<file path="src/rtl/compare_scheduler.sv">
// rtl/compare_scheduler.sv - two-requester scheduler sharing one 16-bit unsigned comparator
// Round-robin grant in IDLE, compare in COMPARE, one-cycle done pulse issued from DONE.
module compare_scheduler (
    input  logic        clk,
    input  logic        rst,
    input  logic        req0,
    input  logic        req1,
    input  logic [15:0] a0,
    input  logic [15:0] b0,
    input  logic [15:0] a1,
    input  logic [15:0] b1,
    output logic        done0,
    output logic        done1,
    output logic        gt,
    output logic        lt,
    output logic        eq,
    output logic        busy
);

    typedef enum logic [1:0] {
        IDLE    = 2'd0,
        COMPARE = 2'd1,
        DONE    = 2'd2
    } state_t;

    state_t      r_state;
    state_t      w_next_state;
    logic        r_last_served;
    logic        r_owner;
    logic [15:0] r_op_a;
    logic [15:0] r_op_b;
    logic        r_done0;
    logic        r_done1;
    logic        r_gt;
    logic        r_lt;
    logic        r_eq;
    logic        w_any_req;
    logic        w_grant;

    assign w_any_req = req0 | req1;

    // A lone requester always wins; on a tie the one not served last wins.
    always_comb begin
        w_grant = req1;
        if (req0 && req1) begin
            w_grant = ~r_last_served;
        end
    end

    always_ff @(posedge clk or posedge rst) begin
        if (rst) begin
            r_state <= IDLE;
        end else begin
            r_state <= w_next_state;
        end
    end

    always_comb begin
        w_next_state = r_state;
        case (r_state)
            IDLE:    if (w_any_req) w_next_state = COMPARE;
            COMPARE: w_next_state = DONE;
            DONE:    w_next_state = IDLE;
            default: w_next_state = IDLE;
        endcase
    end

    // Operands are captured only at the grant edge so later input changes cannot leak in.
    always_ff @(posedge clk or posedge rst) begin
        if (rst) begin
            r_last_served <= 1'b1;
            r_owner       <= 1'b0;
            r_op_a        <= 16'd0;
            r_op_b        <= 16'd0;
            r_done0       <= 1'b0;
            r_done1       <= 1'b0;
            r_gt          <= 1'b0;
            r_lt          <= 1'b0;
            r_eq          <= 1'b0;
        end else begin
            r_done0 <= 1'b0;
            r_done1 <= 1'b0;
            case (r_state)
                IDLE: begin
                    if (w_any_req) begin
                        r_owner <= w_grant;
                        r_op_a  <= w_grant ? a1 : a0;
                        r_op_b  <= w_grant ? b1 : b0;
                    end
                end
                COMPARE: begin
                    r_gt <= (r_op_a > r_op_b);
                    r_lt <= (r_op_a < r_op_b);
                    r_eq <= (r_op_a == r_op_b);
                end
                DONE: begin
                    r_done0       <= ~r_owner;
                    r_done1       <= r_owner;
                    r_last_served <= r_owner;
                end
                default: begin
                    r_done0 <= 1'b0;
                    r_done1 <= 1'b0;
                end
            endcase
        end
    end

    assign done0 = r_done0;
    assign done1 = r_done1;
    assign gt    = r_gt;
    assign lt    = r_lt;
    assign eq    = r_eq;
    assign busy  = (r_state != IDLE);

endmodule

</file>
<file path="config.mk">
export PLATFORM = sky130hd
export DESIGN_NAME = compare_scheduler
export DESIGN_NICKNAME = d
export VERILOG_FILES = /design/src/rtl/compare_scheduler.sv
export SDC_FILE = /design/constraint.sdc
export NUM_CORES = 1
export LEC_CHECK = 0
export ABC_AREA = 0
export ABC_CLOCK_PERIOD_IN_PS = 2160
export BUFFER_PORTS_ARGS = -buffer_cell sky130_fd_sc_hd__buf_4
export CORE_MARGIN = 2
export CORE_UTILIZATION = 38
export CTS_BUF_LIST = sky130_fd_sc_hd__clkbuf_4
export DETAILED_ROUTE_END_ITERATION = 12
export PLACE_DENSITY = 0.59
export SKIP_LAST_GASP = 1
export SLEW_MARGIN = 0
export SYNTH_ARGS = -nofsm -noshare
export SYNTH_HDL_FRONTEND = slang
export SYNTH_SLANG_ARGS = --single-unit
</file>
<file path="constraint.sdc">
create_clock -name clk -period 2.16 [get_ports clk]
set_clock_uncertainty 0.1 [all_clocks]
set_input_delay 0.108 -clock clk [delete_from_list [all_inputs] [get_ports clk]]
set_output_delay 0.108 -clock clk [all_outputs]
set_load 0.005 [all_outputs]
</file>
==> results.sh <==
export IMPL_path_max_fanout=19
export IMPL_drtPass1Iterations=4
export IMPL_maxSlewViolCount=0
export IMPL_postRouteWirelength_mm=5.10
export IMPL_slowest_stage="dlygate4sd3_1"
export IMPL_p_leak_uw=0.00175
export IMPL_initial_core_util_pct=38.7
export IMPL_clk_pin_slew_worst_paths_ps=110
export IMPL_synth_distinct_cells=25
export IMPL_crit_cells=5
export IMPL_cap_violations=0
export IMPL_hold_buffers=62
export IMPL_coreArea_um2=5820
export IMPL_worst_pin_slew_ps=412
export IMPL_critPathKind="register to register"
export IMPL_synthCells=226
export IMPL_routedWlPerCell_um=11.6
export IMPL_layout_drive_gt1_share_pct=24.5
export IMPL_fmax_mhz=510
export IMPL_reg2reg_from="r_last_served"
export IMPL_antenna_cells=0
export IMPL_total_power_uw=3460
export IMPL_worstSetupEndpoint="r_op_a[0]"
export IMPL_globalRouteMet3Util_pct=3.11
export IMPL_yosysSeqAreaShare_pct=45.6
export IMPL_yosys_warnings=0
export IMPL_crit_required_ps=2280
export IMPL_hold_class="input port to register"
export IMPL_path_cells="a21boi_4, buf_4, mux2i_1, dlygate4sd3_1, a21oi_1"
export IMPL_cts_tree="yes"
export IMPL_clockBufferDepth=2
export IMPL_grt_setup_unrepaired="false"
export IMPL_grt_max_degree=67
export IMPL_max_slew_margin_pct=72.5
export IMPL_drtAntennaViolNets=0
export IMPL_met2_usage_pct=31.6
export IMPL_syn2layout_area_growth_pct=56.3
export IMPL_rows=28
export IMPL_ioPinCount=74
export IMPL_drt_first_iter_violations=106
export IMPL_critPathMaxStageDelay_ps=570
export IMPL_syn_area_um2=2250
export IMPL_first_global_vias=2040
export IMPL_clk_latency_ps=350
export IMPL_drc=0
export IMPL_clkSinkCount=41
export IMPL_r2r_slack_ps=200
export IMPL_cp_startpoint="r_last_served"
export IMPL_hold_viol=0
export IMPL_ff2ff_path_depth=5
export IMPL_final_nets=446
export IMPL_status="complete, no violations"
export IMPL_power_density_nw_per_um2=983
export IMPL_fp_dieH_um=81.0
export IMPL_tns_ps=0
export IMPL_ys_ff_latch=41
export IMPL_die_w_um=81.0
export IMPL_finalCriticalPeriod_ps=1960
export IMPL_r2r_end="r_op_a[0]"
export IMPL_drt_vias_per_instance=4.68
export IMPL_finalSetupViolations=0
export IMPL_post_cts_buffers=0
export IMPL_gp_congestion=0.774
export IMPL_crit_family="buffers and inverters"
export IMPL_startpoint_type="register"
export IMPL_htree_levels=2
export IMPL_dpl_hpwl_mm=3.44
export IMPL_ir_drop_mv=0.570
export IMPL_period_share_pct=90.8
export IMPL_cts_root_buf="clkbuf_4"
export IMPL_final_core_util_pct=60.5
export IMPL_antenna_found_initial=0
export IMPL_via_count=2049
export IMPL_dieArea_um2=6560
export IMPL_synth_fp_nets=310
export IMPL_crit_buf_inv=2
export IMPL_critPathCaptureType="register"
export IMPL_port_buffers=73
export IMPL_busiest_layer="met2"
export IMPL_grtUsageMet1_pct=18.8
export IMPL_grt_pass1_wl_mm=8.49
export IMPL_worstHoldPathCells=3
export IMPL_cts_made_buffers=5
export IMPL_track_usage_pct=16.9
export IMPL_avgSynthCellArea_um2=9.96
export IMPL_grt_overflow_total=0
export IMPL_post_cts_resized_instances=0
export IMPL_cp_data_arrival_time_ps=2090
[stage by stage]
stage	hold WS (ps)	area (um^2)	worst slack, ps	instances
6_report	20.7	3520	199	438
5_1_grt	20.5	3520	73.5	438
4_1_cts	1.07	3510	170	437
3_5_place_dp	-36.2	2840	454	367
3_3_place_gp	-31.6	2840	462	367
2_1_floorplan	215	2250	597	226
[cell usage after synthesis (all sizes together)]
cell    instances  share of area [%]
nand2           6                1.0
buf            11                4.7
a21oi          40                8.9
a21boi          1               0.50
o221ai          1               0.39
inv            22                3.7
o311ai          1               0.72
nor2           39                6.9
a22o            1               0.39
nor2b           1               0.28
nand2b          2               0.56
dfstp           1                1.2
nand4           4                1.1
ha             16                8.9
and2            1               0.28
a21o            2               0.67
dfrtp          40                 44
mux2i          32                 14
o21ai           5                1.1
[cell families after synthesis]
| logic type | after synthesis | share of synthesized area, % |
|---|---|---|
| AND/OR/NAND/NOR | 53 | 10.2 |
| flip-flops | 41 | 45.6 |
| AO/OA/AOI/OAI | 51 | 12.7 |
| multiplexers | 32 | 14.2 |
| buffers and inverters | 33 | 8.39 |
| adder cells (fa/ha/maj) | 16 | 8.89 |
[per-layer routing]
layer  up-vias  part of all wire [%]  wire, um
li1       1040                     -         -
met1       957                    40      2050
met2        43                    54      2750
met3         9                   3.9       197
met4         0                   1.9        95
met5         -                     0         0
[cells in the final DEF, fill, tap and decap left out, types with 2 or more instances in the layout]
cell | synthesis | final
a21oi_1 | 40 | 40
o21ai_0 | 5 | 5
clkbuf_4 | 0 | 5
mux2i_1 | 32 | 32
nand2b_1 | 2 | 2
dfrtp_1 | 40 | 40
inv_1 | 21 | 20
buf_4 | 1 | 76
nor2_1 | 37 | 37
clkinv_1 | 0 | 3
dlygate4sd3_1 | 0 | 63
nand4_1 | 4 | 4
a21o_1 | 2 | 2
ha_1 | 16 | 16
nand2_1 | 6 | 6
[tightest hold or removal path: cells and delay by family]
family / cells / cell delay, ps
compound gates: 1 / 160
buf+inv: 1 / 80
mux: 1 / 80
[flip-flops by register name, summed over array words and instances, names as in the netlist]
signal and cells:
r_owner 1, r_last_served 1, r_state 2, done1 1
r_op_b 16, gt 1, r_op_a 16, lt 1
eq 1, done0 1
[layout make-up]
class | count | area (um^2)
Inverter | 22 | 82.6
Fill cell | 537 | 2300
Multi-Input combinational cell | 152 | 1040
Clock inverter | 3 | 12.5
Clock buffer | 5 | 37.5
Sequential cell | 41 | 1030
Tap cell | 75 | 93.8
Timing Repair Buffer | 140 | 1220
[power breakdown]
group	leakage, uW	switching, uW	internal [uW]	total (uW)
combinational	0.00125	884	875	1760
sequential	0.000466	207	1130	1340
clock	0.0000300	240	118	358
[worst min-delay path by stage]
stage	start	slack (ps)	to
2_1_floorplan	a0[15]	210	r_op_a[15]
3_3_place_gp	rst	-30	done0
3_5_place_dp	rst	-40	done0
4_1_cts	b1[13]	1	r_op_b[13]
5_1_grt	a0[5]	20	r_op_a[5]
6_report	a0[5]	20	r_op_a[5]
Power figures use the tool's default switching activity.
